--- src/rtl/darkfetch_if.sv ---
`default_nettype none
// ----------------------------------------------------------------------------
// darkfetch_if : pc feedback, imem handshake and decoder bundle of darkfetch
// Rev 1.0
// ----------------------------------------------------------------------------
interface darkfetch_if;
  logic [31:0] pc;
  logic        pc_en;
  logic [31:0] nxpc;
  logic        imem_req;
  logic [31:0] imem_addr;
  logic        imem_gnt;
  logic        imem_rvalid;
  logic [31:0] imem_rdata;
  logic        redirect;
  logic [31:0] redirect_pc;
  logic        inst_valid;
  logic [31:0] inst;
  logic [31:0] inst_pc;
  logic        inst_ready;
  logic        fetch_fault;

  modport master (
    input  pc, imem_gnt, imem_rvalid, imem_rdata, redirect, redirect_pc, inst_ready,
    output pc_en, nxpc, imem_req, imem_addr, inst_valid, inst, inst_pc, fetch_fault
  );

  modport slave (
    output pc, imem_gnt, imem_rvalid, imem_rdata, redirect, redirect_pc, inst_ready,
    input  pc_en, nxpc, imem_req, imem_addr, inst_valid, inst, inst_pc, fetch_fault
  );
endinterface
`default_nettype wire

--- src/rtl/darkfetch.sv ---
`default_nettype none
// ----------------------------------------------------------------------------
// darkfetch : instruction fetch sequencer with a DEPTH-entry instruction FIFO
// Rev 1.0   optional: DARKFETCH_ALIGN_CHECK_EN (misaligned redirect fault)
// ----------------------------------------------------------------------------
module darkfetch #(
  parameter int DEPTH  = 2,
  parameter int PC_INC = 4
) (
  input  logic       clk,
  input  logic       res,
  darkfetch_if.master bus
);

  localparam int              PW   = (DEPTH > 1) ? $clog2(DEPTH) : 1;
  localparam int              CW   = $clog2(DEPTH + 1);
  localparam logic [CW-1:0]   FULL = CW'(DEPTH);
  localparam logic [PW-1:0]   LAST = PW'(DEPTH - 1);

  typedef enum logic [1:0] {
    BOOT = 2'd0,
    REQ  = 2'd1,
    WAIT = 2'd2,
    HOLD = 2'd3
  } state_t;

  state_t        state, state_nx;
  logic          req;
  logic          drop;
  logic [31:0]   req_pc;
  logic [CW-1:0] count, count_nx;
  logic [PW-1:0] rd_ptr, wr_ptr;
  logic [31:0]   fifo_inst [DEPTH];
  logic [31:0]   fifo_pc   [DEPTH];

  logic active, gnt_take, push, pop, flush;

`ifdef DARKFETCH_ALIGN_CHECK_EN
  logic fault;
  logic misalign;
  assign misalign        = flush && (bus.redirect_pc[1:0] != 2'b00);
  assign bus.fetch_fault = fault;
`else
  assign bus.fetch_fault = 1'b0;
`endif

  function automatic logic [PW-1:0] ptr_inc(input logic [PW-1:0] p);
    return (p == LAST) ? '0 : p + 1'b1;
  endfunction

  always_comb begin
    active   = (state != BOOT);
    flush    = active && bus.redirect;
    gnt_take = (state == REQ) && bus.imem_gnt;
    push     = (state == WAIT) && bus.imem_rvalid && !drop && !bus.redirect;
    pop      = bus.inst_valid && bus.inst_ready;
    count_nx = count + CW'(push) - CW'(pop);
  end

  assign bus.imem_req   = req;
  assign bus.imem_addr  = bus.pc;
  assign bus.pc_en      = active && (bus.redirect || gnt_take);
  assign bus.nxpc       = bus.redirect ? {bus.redirect_pc[31:2], 2'b00}
                                       : bus.pc + 32'(PC_INC);
  assign bus.inst_valid = (count != '0) && !bus.redirect;
  assign bus.inst       = fifo_inst[rd_ptr];
  assign bus.inst_pc    = fifo_pc[rd_ptr];

  // A redirect always empties the FIFO, so every exit it forces lands in REQ.
  always_comb begin
    state_nx = state;
    case (state)
      BOOT: state_nx = REQ;
      REQ:  if (bus.imem_gnt) state_nx = WAIT;
      WAIT: if (bus.imem_rvalid)
              state_nx = (bus.redirect || count_nx < FULL) ? REQ : HOLD;
      HOLD: if (bus.redirect || count_nx < FULL) state_nx = REQ;
      default: state_nx = BOOT;
    endcase
`ifdef DARKFETCH_ALIGN_CHECK_EN
    if (fault || misalign) state_nx = HOLD;
`endif
  end

  always_ff @(posedge clk or posedge res) begin
    if (res) begin
      state  <= BOOT;
      req    <= 1'b0;
      drop   <= 1'b0;
      req_pc <= '0;
      count  <= '0;
      rd_ptr <= '0;
      wr_ptr <= '0;
    end else begin
      state <= state_nx;
      req   <= (state_nx == REQ);
      if (gnt_take) req_pc <= bus.pc;

      // drop marks the single in-flight response as belonging to a dead path
      if (gnt_take)
        drop <= bus.redirect;
      else if (state == WAIT) begin
        if (bus.imem_rvalid)   drop <= 1'b0;
        else if (bus.redirect) drop <= 1'b1;
      end

      if (flush) begin
        count  <= '0;
        rd_ptr <= '0;
        wr_ptr <= '0;
      end else begin
        count <= count_nx;
        if (push) wr_ptr <= ptr_inc(wr_ptr);
        if (pop)  rd_ptr <= ptr_inc(rd_ptr);
      end
    end
  end

`ifdef DARKFETCH_ALIGN_CHECK_EN
  always_ff @(posedge clk or posedge res) begin
    if (res) fault <= 1'b0;
    else if (misalign) fault <= 1'b1;
  end
`endif

  always_ff @(posedge clk) begin
    if (push) begin
      fifo_inst[wr_ptr] <= bus.imem_rdata;
      fifo_pc[wr_ptr]   <= req_pc;
    end
  end

endmodule
`default_nettype wire

--- src/flat_wrapper.sv ---
// flat-port wrapper written by rule: the top's interface ports become plain ports
module darkfetch_flat 
#(
  parameter int DEPTH  = 2,
  parameter int PC_INC = 4
)
  (clk, res, bus_pc, bus_imem_gnt, bus_imem_rvalid, bus_imem_rdata, bus_redirect, bus_redirect_pc, bus_inst_ready, bus_pc_en, bus_nxpc, bus_imem_req, bus_imem_addr, bus_inst_valid, bus_inst, bus_inst_pc, bus_fetch_fault);
  darkfetch_if bus_i ();
  input  logic clk;
  input  logic res;
  input wire logic [$bits(bus_i.pc)-1:0] bus_pc;
  input wire logic [$bits(bus_i.imem_gnt)-1:0] bus_imem_gnt;
  input wire logic [$bits(bus_i.imem_rvalid)-1:0] bus_imem_rvalid;
  input wire logic [$bits(bus_i.imem_rdata)-1:0] bus_imem_rdata;
  input wire logic [$bits(bus_i.redirect)-1:0] bus_redirect;
  input wire logic [$bits(bus_i.redirect_pc)-1:0] bus_redirect_pc;
  input wire logic [$bits(bus_i.inst_ready)-1:0] bus_inst_ready;
  output wire logic [$bits(bus_i.pc_en)-1:0] bus_pc_en;
  output wire logic [$bits(bus_i.nxpc)-1:0] bus_nxpc;
  output wire logic [$bits(bus_i.imem_req)-1:0] bus_imem_req;
  output wire logic [$bits(bus_i.imem_addr)-1:0] bus_imem_addr;
  output wire logic [$bits(bus_i.inst_valid)-1:0] bus_inst_valid;
  output wire logic [$bits(bus_i.inst)-1:0] bus_inst;
  output wire logic [$bits(bus_i.inst_pc)-1:0] bus_inst_pc;
  output wire logic [$bits(bus_i.fetch_fault)-1:0] bus_fetch_fault;
  assign bus_i.pc = bus_pc;
  assign bus_i.imem_gnt = bus_imem_gnt;
  assign bus_i.imem_rvalid = bus_imem_rvalid;
  assign bus_i.imem_rdata = bus_imem_rdata;
  assign bus_i.redirect = bus_redirect;
  assign bus_i.redirect_pc = bus_redirect_pc;
  assign bus_i.inst_ready = bus_inst_ready;
  assign bus_pc_en = bus_i.pc_en;
  assign bus_nxpc = bus_i.nxpc;
  assign bus_imem_req = bus_i.imem_req;
  assign bus_imem_addr = bus_i.imem_addr;
  assign bus_inst_valid = bus_i.inst_valid;
  assign bus_inst = bus_i.inst;
  assign bus_inst_pc = bus_i.inst_pc;
  assign bus_fetch_fault = bus_i.fetch_fault;
  darkfetch #(.DEPTH(DEPTH), .PC_INC(PC_INC)) u_core (.clk(clk), .res(res), .bus(bus_i));
endmodule
--- config.mk ---
export PLATFORM = sky130hd
export DESIGN_NAME = darkfetch_flat
export DESIGN_NICKNAME = d
export VERILOG_FILES = /design/src/rtl/darkfetch_if.sv /design/src/rtl/darkfetch.sv /design/src/flat_wrapper.sv
export SDC_FILE = /design/constraint.sdc
export NUM_CORES = 1
export LEC_CHECK = 0
export ABC_CLOCK_PERIOD_IN_PS = 5150
export CAP_MARGIN = 0
export CORE_AREA = 3 3 161 163
export CTS_BUF_LIST = sky130_fd_sc_hd__clkbuf_2 sky130_fd_sc_hd__clkbuf_4 sky130_fd_sc_hd__clkbuf_8
export DETAILED_ROUTE_END_ITERATION = 10
export DIE_AREA = 0 0 164 166
export HOLD_SLACK_MARGIN = 0.02
export PLACE_DENSITY_LB_ADDON = 0.3
export SLEW_MARGIN = 15
export SYNTH_ARGS = -nofsm -noshare
export SYNTH_HDL_FRONTEND = slang
export SYNTH_SLANG_ARGS = --single-unit
--- constraint.sdc ---
create_clock -name clk -period 5.15 [get_ports clk]
set_clock_uncertainty 0.15 [all_clocks]
set_input_delay 0.7725 -clock clk [delete_from_list [all_inputs] [get_ports clk]]
set_output_delay 0.7725 -clock clk [all_outputs]
set_load 0.03 [all_outputs]
# Word-level counts from Yosys, hierarchy flattened
# Memory sizes are Yosys's and may differ from the RTL's.
# Index checks and enable logic that the tools add are counted.
# totals
register_bits	40
latch_bits	0
mem_bits_rw	128
romBits	0
inputBits	102
out_inout_bits	132
wordCells	58
mem_count	2
# op_classes
add_sub_neg	5
mul	0
div	0
order_cmp	1
n_eq_ne	4
shifts	0
muxes	19
n_bitwise	0
n_reduce_logical	20
# mem_list
memory	words	width	read_ports	rd_clocked_by_memory_dff	write_ports	line_no	rtl
u_core.fifo_inst	2	32	1	0	1	darkfetch.sv:33	logic [31:0] fifo_inst [DEPTH];
u_core.fifo_pc	2	32	1	0	1	darkfetch.sv:34	logic [31:0] fifo_pc [DEPTH];
# op_table
operator	count
adder 32 x 3 -> 32 bit (second input constant)	1
two-way mux 32 bit	1
two-way mux 1 bit	12
two-way mux 2 bit	5
nonzero test 2 bit	5
logical AND 1 bit	8
one-hot mux 2 bit (4 select lines)	1
equality test 2 x 1 -> 1 bit (second input constant)	2
equality test 2 bit (second input constant)	2
nonzero test 3 bit	1
adder 1 bit (second input constant)	2
adder 2 x 1 -> 2 bit	1
logical NOT 1 bit	2
logical NOT 2 bit	1
logical OR 1 bit	2
less-than comparator 2 bit (second input constant)	1
AND reduction 2 bit	1
subtractor 2 x 1 -> 2 bit	1

# Depth between registers and ports, before layout
# logic_depth
ltp_word	12
mapped_depth	8
depth_no_buf	8

# Worst setup path before layout
# No wires, ideal clock.
# synth_timing
kind	input to register
from	input port bus_redirect
to	memory u_core.fifo_inst[0][0] (enable)
setup_ns	0.495
t_arrival_ns	4.162
path_slack_ns	0.343
stages	2
path_buffers	0
path_cell_list	nor4b_1 nor2b_1
# synth_between
elab_chain_len	4
# synth_rtl
element	line_no	rtl
start: declaration	flat_wrapper.sv:15	input wire logic [$bits(bus_i.redirect)-1:0] bus_redirect;
logical NOT 1 bit	darkfetch.sv:55	push = (state == WAIT) && bus.imem_rvalid && !drop && !bus.redirect;
logical AND 1 bit	darkfetch.sv:55	
two-way mux 1 bit	darkfetch.sv:127	if (push) begin
two-way mux 1 bit (implied by the code)	darkfetch.sv:128	fifo_inst[wr_ptr] <= bus.imem_rdata;
end: declaration	darkfetch.sv:33	
# No other way between the ends.

# Worst setup path in the final report
# layout_timing
from	input port bus_pc[2]
to	output port bus_nxpc[22]
# layout_between
elab_chain_len	2
# layout_rtl
element	line_no	rtl
start: declaration	flat_wrapper.sv:11	input wire logic [$bits(bus_i.pc)-1:0] bus_pc;
adder 32 x 3 -> 32 bit	darkfetch.sv:64	: bus.pc + 32'(PC_INC);
two-way mux 32 bit	darkfetch.sv:63	assign bus.nxpc = bus.redirect ? {bus.redirect_pc[31:2], 2'b00}
end: declaration	flat_wrapper.sv:19	output wire logic [$bits(bus_i.nxpc)-1:0] bus_nxpc;
# No other way between the ends.

==> flow_summary.yaml <==
final_layout:
  drive_above_1_share_pct: 20.1
  nets: 823
  fin_area_mm2: 0.0103
  nFillCells: 2241
  diodes: 0
  area_delta_synth_final_pct: 39.4
floorplan:
  initial_core_util_pct: 30.2
  coreArea_mm2: 0.0245
  die_w_um: 164
  dieArea_mm2: 0.0272
  die_y_um: 166
  fp-row-count: 57
  pin_count: 234
grt:
  grt_pass1_wl_um: 29600
  overflow: 0
  grt_pass1_vias: 5332
  grtUsageTotal_pct: 14.0
  grt_antenna_before_repair: 0
  grt_start_max_net_pins: 66
routing:
  wl_um: 19200
  drtAntennaViolNets: 0
  route.detailed.drc: 0
  vias: 4969
  drt_pass1_iterations: 4
  drtIter0Drc: 260
  routed_via_density: 4.71
  post_drt_wl_per_cell_um: 18.2
critical_path:
  arrival_ns: 3.68
  criticalPathCategory: "in2out"
  crit_path_end_kind: "primary output"
  crit_required_ns: 4.23
  crit_path_start_kind: "input port"
  reg2reg_depth: 3
  critPathMaxFanout: 8
placed_design:
  place_ws_ns: 0.535
  numPortBuffers: 230
  hpwl_um: 13400
  gp_congestion: 0.789
  placed_area_mm2: 0.00987
yosys:
  yosysSeqAreaShare_pct: 65.6
  ys_top_cells_by_area: "edfxtp_1 52%, mux2_2 14%, dfrtp_1 14%"
  yosysMostFrequentCell: "edfxtp_1"
  syn_area_per_cell_um2: 14.5
  syn_area_mm2: 0.00738
  synthArstFlopShare_pct: 23.8
  synth_seq_cells: 168
  synth-edff-count: 128
  synthTopCellsByCount: "128 x edfxtp_1, 93 x mux2_2, 40 x dfrtp_1, 33 x buf_4, 30 x nand2_1"
  synth_nets: 616
  synth_top_area_share_pct: 52.1
  synthDistinctLibCells: 39
  synth-main-ff-cell: "edfxtp_1"
  synth_warnings: 0
  syn_inst: 511
  synth_top_cell_by_area: "edfxtp_1"
clocking:
  cts_tree: "yes"
  cts_resized: 0
  cts_setup_buffers: 0
  clockRootBuffer: "clkbuf_8"
  cts_buffer_depth: 2
  cts_hold_buffers: 0
  clkTransAtPathRegs_ns: 0.09
  insertion_delay_ns: 0.44
  numCtsBuffers: 17
  htreeDepth: 4
  cts_sinks: 168
timing:
  finalHoldViolations: 0
  max_slew.worst_pin.slew_ns: 0.994
  max_slew_margin_pct: 33.5
  setup_slack_ns: 0.550
  fin_tns_setup_ns: 0
  period_needed_ns: 4.60
  slew_viol_final: 0
  setup_viol: 0
  max_freq_mhz: 217
  rsz0062_at_grt: "false"
  timing.final.crit_share_pct: 89.3
min_path:
  hold_class: "reg2reg"
  hold_depth: 0
job:
  cap_violations: 0
power:
  p_leak_uw: 0.00352
  ir_drop_mv: 0.192
  pwr_density_cell_mw_per_mm2: 387
  p_total_uw: 3980
status:
  outcome: "finished clean"
power by group:
group          total [µW]  switching [µW]  internal [µW]
Sequential           1880             171           1710
Combinational        1090             542            546
Clock                1010             511            500
critical path, cell delays in order:
cell and delay, ns:
clkdlybuf4s50_1 0.61, ha_1 0.25, and3_1 0.28, nand3_1 0.31, or4_1 0.56, a31oi_1 0.19, clkdlybuf4s50_1 0.69
cell usage in the layout, fill, tap and decap left out, drive strengths merged, types with 14 or more instances in the layout:
cell type and instances:
clkbuf 18, nor2 22, or4 14, dfrtp 40
o21ai 23, nand2 30, clkdlybuf4s50 230, edfxtp 128
inv 14, mux2 93
cell families (layout without fill, tap and decap cells):
logic type / count (synthesis) / after routing / synth area share, %
simple gates: 111 / 111 / 8.10
buf+inv: 62 / 282 / 4.86
mux: 93 / 93 / 14.2
compound gates: 56 / 56 / 4.68
xor+xnor: 17 / 17 / 2.02
fa+ha+maj: 3 / 3 / 0.508
flops: 168 / 168 / 65.6
other cells: 1 / 1 / 0.0508
through the flow:
stage	hold WS, ns	instances	util [%]
2_1_floorplan	0.287	511	-
3_3_place_gp	0.293	1023	40.3
3_5_place_dp	0.301	1023	40.3
4_1_cts	0.314	1055	42.1
5_1_grt	0.337	1055	42.1
6_report	0.315	1055	42.1
per-layer routing:
layer / vias up / GRT usage, % / routed length [µm]
met2: 165 / 25.1 / 9960
met1: 2471 / 16.2 / 7740
met5: - / 0 / 0
met3: 21 / 3.97 / 1250
li1: 2312 / - / -
met4: 0 / 3.64 / 262
layout make-up:
| cell class | instances | area [µm²] | area share [%] |
|---|---|---|---|
| repair buffers | 242 | 2390 | 23.2 |
| clock inverters | 14 | 186 | 1.81 |
| inverters | 8 | 30.0 | 0.292 |
| flip-flops and latches | 168 | 4850 | 47.1 |
| multi-input cells | 281 | 2190 | 21.3 |
| well taps | 324 | 405 | 3.94 |
| clock buffers | 18 | 241 | 2.35 |
sequential cells by signal, summed over array words and instances, names as in the netlist:
signal,count
u_core.bus.imem_req,1
u_core.count,2
u_core.drop,1
u_core.fifo_inst,64
u_core.fifo_pc,64
u_core.rd_ptr,1
u_core.req_pc,32
u_core.state,2
u_core.wr_ptr,1
path summary, 6_finish.rpt:
kind	from	to	slack, ns
max in group asynchronous	res	u_core.rd_ptr	3.46
setup reg to reg	u_core.state[0]	u_core.fifo_pc[1][25]	2.42
hold / removal	u_core.req_pc[19]	u_core.fifo_pc[0][19]	0.31
hold reg to reg	u_core.req_pc[19]	u_core.fifo_pc[0][19]	0.31
min in group asynchronous	res	u_core.req_pc[1]	0.69
setup / recovery	bus_pc[2]	bus_nxpc[22]	0.55
Note: power is estimated with default switching activity, not from simulation.
